$ cat config.mk
export PLATFORM = sky130hd
export DESIGN_NAME = hazard_stall_controller
export DESIGN_NICKNAME = d
export VERILOG_FILES = /design/src/rtl/hazard_stall_controller_pkg.sv /design/src/rtl/hazard_stall_controller_muldiv_tracker.sv /design/src/rtl/hazard_stall_controller.sv
export SDC_FILE = /design/constraint.sdc
export NUM_CORES = 1
export LEC_CHECK = 0
export ABC_AREA = 1
export CORE_ASPECT_RATIO = 1.1
export CORE_MARGIN = 5
export CORE_UTILIZATION = 45
export CTS_CLUSTER_SIZE = 28
export DETAILED_ROUTE_END_ITERATION = 8
export GPL_TIMING_DRIVEN = 0
export PLACE_DENSITY = 0.73
export SKIP_LAST_GASP = 1
export SYNTH_ARGS = -nofsm -noshare
export SYNTH_HDL_FRONTEND = slang
export SYNTH_SLANG_ARGS = --single-unit
$ cat constraint.sdc
create_clock -name clk -period 4.4 [get_ports clk]
set_input_delay 0.88 -clock clk [delete_from_list [all_inputs] [get_ports clk]]
set_output_delay 0.88 -clock clk [all_outputs]
set_load 0.02 [all_outputs]
$ cat src/rtl/hazard_stall_controller_pkg.sv
// Shared pipeline definitions for the hazard/stall controller and its mult/div tracker.
package hazard_stall_controller_pkg;

    localparam int unsigned REG_W    = 5;
    localparam int unsigned MD_CNT_W = 8;

    // Mult/div occupancy states
    typedef enum logic [1:0] {
        MD_IDLE = 2'b00,
        MD_BUSY = 2'b01,
        MD_DONE = 2'b10
    } md_state_e;

    // Architectural register $zero never creates a dependency
    localparam logic [REG_W-1:0] REG_ZERO = 5'd0;

    // Stall/flush control bundle driven into the front of the pipe
    typedef struct packed {
        logic pc_write;
        logic if_id_write;
        logic id_ex_bubble;
        logic if_id_flush;
    } pipe_ctrl_t;

    localparam int unsigned CTRL_W = $bits(pipe_ctrl_t);

    // Control bundle for a cycle: a taken branch overrides any stall
    function automatic pipe_ctrl_t pipe_ctrl(input logic i_stall, input logic i_flush);
        pipe_ctrl_t c;
        c.pc_write     = 1'b1;
        c.if_id_write  = 1'b1;
        c.id_ex_bubble = 1'b0;
        c.if_id_flush  = 1'b0;
        if (i_flush) begin
            c.id_ex_bubble = 1'b1;
            c.if_id_flush  = 1'b1;
        end else if (i_stall) begin
            c.pc_write     = 1'b0;
            c.if_id_write  = 1'b0;
            c.id_ex_bubble = 1'b1;
        end
        return c;
    endfunction

endpackage

$ cat src/rtl/hazard_stall_controller_muldiv_tracker.sv
// Tracks occupancy of the multi-cycle mult/div unit: IDLE -> BUSY (LAT cycles) -> DONE -> IDLE.
module muldiv_tracker
    import hazard_stall_controller_pkg::*;
#(
    parameter int unsigned MULDIV_LAT = 32
) (
    input  logic clk,
    input  logic reset,
    input  logic i_start,
    input  logic i_accept,
    output logic o_go,
    output logic o_busy
);

    localparam logic [MD_CNT_W-1:0] LOAD_VAL = MD_CNT_W'(MULDIV_LAT - 1);

    md_state_e           r_state;
    md_state_e           w_state_nxt;
    logic [MD_CNT_W-1:0] r_cnt;
    logic [MD_CNT_W-1:0] w_cnt_nxt;

    // State and remaining-cycle counter registers
    always_ff @(posedge clk or posedge reset) begin
        if (reset) begin
            r_state <= MD_IDLE;
            r_cnt   <= '0;
        end else begin
            r_state <= w_state_nxt;
            r_cnt   <= w_cnt_nxt;
        end
    end

    // Next state, counter update and issue pulse; issued operations always run to completion
    always_comb begin
        w_state_nxt = r_state;
        w_cnt_nxt   = r_cnt;
        o_go        = 1'b0;
        case (r_state)
            MD_IDLE: begin
                if (i_start && i_accept) begin
                    o_go        = 1'b1;
                    w_cnt_nxt   = LOAD_VAL;
                    w_state_nxt = MD_BUSY;
                end
            end
            MD_BUSY: begin
                if (r_cnt == '0) begin
                    w_state_nxt = MD_DONE;
                end else begin
                    w_cnt_nxt = r_cnt - MD_CNT_W'(1);
                end
            end
            MD_DONE: begin
                w_state_nxt = MD_IDLE;
            end
            default: begin
                w_state_nxt = MD_IDLE;
            end
        endcase
    end

    assign o_busy = (r_state != MD_IDLE);

endmodule

$ cat src/rtl/hazard_stall_controller.sv
// Load-use / HI-LO stall detection, branch flush priority and stall-cycle counter.
module hazard_stall_controller
    import hazard_stall_controller_pkg::*;
#(
    parameter int unsigned MULDIV_LAT = 32,
    parameter int unsigned CNT_W      = 16
) (
    input  logic             clk,
    input  logic             reset,
    input  logic [REG_W-1:0] IF_ID_RS,
    input  logic [REG_W-1:0] IF_ID_RT,
    input  logic             ID_USES_RT,
    input  logic [REG_W-1:0] ID_EX_RT,
    input  logic             ID_EX_MEMREAD,
    input  logic             ID_MULDIV_START,
    input  logic             ID_READS_HILO,
    input  logic             BRANCH_TAKEN,
    output logic             PC_WRITE,
    output logic             IF_ID_WRITE,
    output logic             ID_EX_BUBBLE,
    output logic             IF_ID_FLUSH,
    output logic             MULDIV_GO,
    output logic             MULDIV_BUSY,
    output logic [CNT_W-1:0] STALL_COUNT
);

    logic             w_load_use;
    logic             w_muldiv_hz;
    logic             w_stall;
    logic             w_md_busy;
    logic             w_md_accept;
    pipe_ctrl_t       w_ctrl;
    logic [CNT_W-1:0] r_stall_count;

    // Hazard detection: load result not yet available, or HI/LO owned by an in-flight mult/div
    always_comb begin
        w_load_use  = ID_EX_MEMREAD && (ID_EX_RT != REG_ZERO) &&
                      ((ID_EX_RT == IF_ID_RS) || (ID_USES_RT && (ID_EX_RT == IF_ID_RT)));
        w_muldiv_hz = w_md_busy && (ID_READS_HILO || ID_MULDIV_START);
        w_stall     = (w_load_use || w_muldiv_hz) && !BRANCH_TAKEN;
        w_md_accept = !w_stall && !BRANCH_TAKEN;
        w_ctrl      = pipe_ctrl(w_stall, BRANCH_TAKEN);
    end

    muldiv_tracker #(
        .MULDIV_LAT (MULDIV_LAT)
    ) u_muldiv_tracker (
        .clk      (clk),
        .reset    (reset),
        .i_start  (ID_MULDIV_START),
        .i_accept (w_md_accept),
        .o_go     (MULDIV_GO),
        .o_busy   (w_md_busy)
    );

    // Saturating count of stalled cycles
    always_ff @(posedge clk or posedge reset) begin
        if (reset) begin
            r_stall_count <= '0;
        end else if (w_stall && (r_stall_count != '1)) begin
            r_stall_count <= r_stall_count + CNT_W'(1);
        end
    end

    assign PC_WRITE     = w_ctrl.pc_write;
    assign IF_ID_WRITE  = w_ctrl.if_id_write;
    assign ID_EX_BUBBLE = w_ctrl.id_ex_bubble;
    assign IF_ID_FLUSH  = w_ctrl.if_id_flush;
    assign MULDIV_BUSY  = w_md_busy;
    assign STALL_COUNT  = r_stall_count;

endmodule

==> run metrics <==
status=finished clean; R2R depth=8; Startpoint Class=input pin; global-route usage over all layers=15.25%; RR Startpoint=STALL_COUNT[0]$_DFFE_PP0P_; Buf/Inv on CP=4; Total Routed Length=4030 um; area delta synth->final=28.81%; post-synthesis async set-or-reset flop share=100.0%; WL/cell=11.19 um; hold path depth=2; Yosys top cell by area=dfrtp_1; WHS Endpoint=u_muldiv_tracker.r_cnt[0]$_DFFE_PP0P_; EDFF count, synth=0; Max IR drop VDD=0.2532 mV; Max-Slew Margin vs Limit=33.12%; Comb pwr share=48.4%; Cells after Synth=259; Die W=72.27 um; RSZ-0062 raised after global routing=no; met3 WL post-DR=188 um; Internal=0.5907 mW; initial antenna violation count=0; Residual DRC=0; maximum clock rate=276.8 MHz; Final Critical Period=3.613 ns; Crit. End Element=primary output; post-detail-place hpwl=3186 um; M1 WL=1838 um; Avg Inst Size Synth=7.411 sq um; Post-CTS Setup Bufs=0; Worst Path Arrival=2.73 ns; max layer used=met4; crit-path cells=clkdlybuf4s50_1 > inv_2 > nand2_1 > nand2_1 > nor2_1 > nand3_1 > nand2_2 > nand2_4 > nand2_4 > nand2_1 > buf_4 > clkdlybuf4s50_1; Top FF cell, synth=dfrtp_1; Hold Vio Cnt, Final=0; fin crit share=82.12%; Slew @ Worst Pin=1.002 ns; switching share of power=41.97%; share of post-route cells with drive strength above 1=16.67%; via count=1,719; maxcap violations=0; critical path's most frequent cell=nand2_1; Die Span Y=78.50 um; num rows=25; H-tree Lvls=1; Syn Std Cell Area=1919 sq um; hold_sp=u_muldiv_tracker.r_cnt[0]$_DFFE_PP0P_; top cells by area, synth=dfrtp_1, nand2_1, inv_1; Critical R2R Capture=STALL_COUNT[14]$_DFFE_PP0P_; pin count of the biggest net entering global routing=27; CP top delay family=buffers and inverters; I/O Buffers=43; Crit-path slowest cell=clkdlybuf4s50_1; clock root cell=clkbuf_8; DIE AREA=5673 sq um; Final Setup Violations=0; clock transition at the registers of the reported paths=0.08 ns; Pwr Density=411.7 nW/um^2; top cell type's share of synthesized area=33.90%; crit-path max FO=3; Yosys reg bits=26; CTS tree=built; final setup skew=0.01162 ns; Max Buffers Root-to-Sink=2; I/O pin count=44; Syn Nets=284; Detail Route Antenna Nets=0; Yosys cell types=27; Inserted Diodes=0; GRT overflow=0; Vias/cell=4.775; fillcell total=391; Max stage delay on crit path=0.53 ns; total power draw=1.018 mW; initial detailed-routing violation count=70; switching power=0.4273 mW; fin. max-slew vios=0; CP Class=in2out; Clk pwr share=15.0%; DRT Pass-1 Iters=4; met2 wire len=1973 um; yosys warns=0; worst path required time=3.52 ns; Gates resized, CTS repair=0; P_leak=1.178 nW; number of global-route vias before repair=1,616; starting density of the core=45.45%; clock network latency to the later pin of the worst-skew pair=0.27 ns; CTS Hold Bufs=0; HP Class=reg2reg; nets=332; setup tns final=0 ns; clock sinks=26; R2R Setup Slk=2.58 ns; Num CTS Buffers=3; global-route wire length before repair=7065 um; Final Wtd Congestion=0.8948; part of the power in registers=36.6%; core area=4223 sq um; register area share after synthesis=33.90%
metal layers:
| layer | GRT usage (%) | up-vias |
|---|---|---|
| met1 | 19.98 | 788 |
| li1 | - | 903 |
| met4 | 3.947 | 0 |
| met3 | 2.689 | 2 |
| met5 | 0 | - |
| met2 | 25.59 | 26 |
cells in the final DEF (no fill, tap or decap), drive strengths merged:
| cell | instances |
|---|---|
| a21o | 1 |
| a21oi | 3 |
| buf | 6 |
| clkbuf | 4 |
| clkdlybuf4s50 | 43 |
| dfrtp | 26 |
| ha | 3 |
| inv | 43 |
| nand2 | 81 |
| nand3 | 19 |
| nand4 | 9 |
| nor2 | 22 |
| nor3 | 6 |
| nor4 | 1 |
| o21ai | 22 |
| or2 | 1 |
| xnor2 | 9 |
| xor2 | 7 |
worst max path at each step:
stage	start	endpoint	slack, ns	cells after the start
2_1_floorplan	ID_EX_RT[1]	PC_WRITE	1.79	10
3_3_place_gp	ID_EX_RT[1]	PC_WRITE	0.79	12
3_5_place_dp	ID_EX_RT[1]	PC_WRITE	0.78	12
4_1_cts	ID_EX_RT[1]	PC_WRITE	0.77	12
5_1_grt	ID_EX_RT[0]	MULDIV_GO	0.60	9
6_report	ID_EX_RT[1]	PC_WRITE	0.79	12
state kept, by name, indices dropped and copies added (netlist names):
register / count
STALL_COUNT: 16
u_muldiv_tracker.r_cnt: 8
u_muldiv_tracker.r_state: 2
per-stage QoR:
step,instance area (sq um),util (%),cells,setup slack [ns],hold slack (ns)
2_1_floorplan,1919,-,259,1.788,0.4977
3_3_place_gp,2417,57.24,356,0.7911,0.5089
3_5_place_dp,2417,57.24,356,0.7754,0.5168
4_1_cts,2472,58.55,360,0.7699,0.5397
5_1_grt,2472,58.55,360,0.5975,0.5786
6_report,2472,58.55,360,0.7868,0.5453
logic make-up after synthesis:
kind of cell / Yosys count / synth area share (%)
and+or+nand+nor: 139 / 35.20
buffers and inverters: 49 / 11.21
AOI/OAI and AO/OA: 26 / 10.43
DFF: 26 / 33.90
xor gates and xnor gates: 16 / 7.301
adders and majority gates: 3 / 1.956
Yosys cell counts (2+ instances only):
cell type  count
nand2_4        2
nand2_2       11
buf_6          3
nand3_1       18
xor2_1         7
nor3_1         6
xnor2_1        9
dfrtp_1       26
nand4_1        7
a21oi_1        3
o21ai_0        6
buf_4          2
inv_1         36
nand4_4        2
inv_2          7
ha_1           3
nand2_1       68
nor2_1        20
o21ai_2       15
layout make-up:
cell class / count / area, sq um / area share [%]
Timing Repair Buffer: 43 / 430.4 / 17.41
Tap cell: 54 / 67.56 / 2.733
Multi-Input combinational cell: 184 / 1054 / 42.61
Clock buffer: 4 / 55.05 / 2.227
Sequential cell: 26 / 650.6 / 26.32
Inverter: 43 / 161.4 / 6.528
Buffer: 6 / 53.80 / 2.176
worst register-to-register path, stage by stage, from the launching register on:
cell and delay (ns):
dfrtp_1 0.53, ha_1 0.27, nand3_1 0.20, inv_1 0.17, nand4_4 0.13, nand3_4 0.14, buf_6 0.18, nand2_2 0.07
o21ai_2 0.05
power by group through the flow:
stage | sequential (mW) | combinational (mW) | clock (mW)
after floorplan | 0.388 | 0.326 | 0
after global placement | 0.375 | 0.489 | 0
after detailed placement | 0.376 | 0.499 | 0
after CTS | 0.372 | 0.500 | 0.159
after global routing | 0.384 | 0.560 | 0.173
final | 0.372 | 0.493 | 0.152
Note: power is estimated with default switching activity, not from simulation.
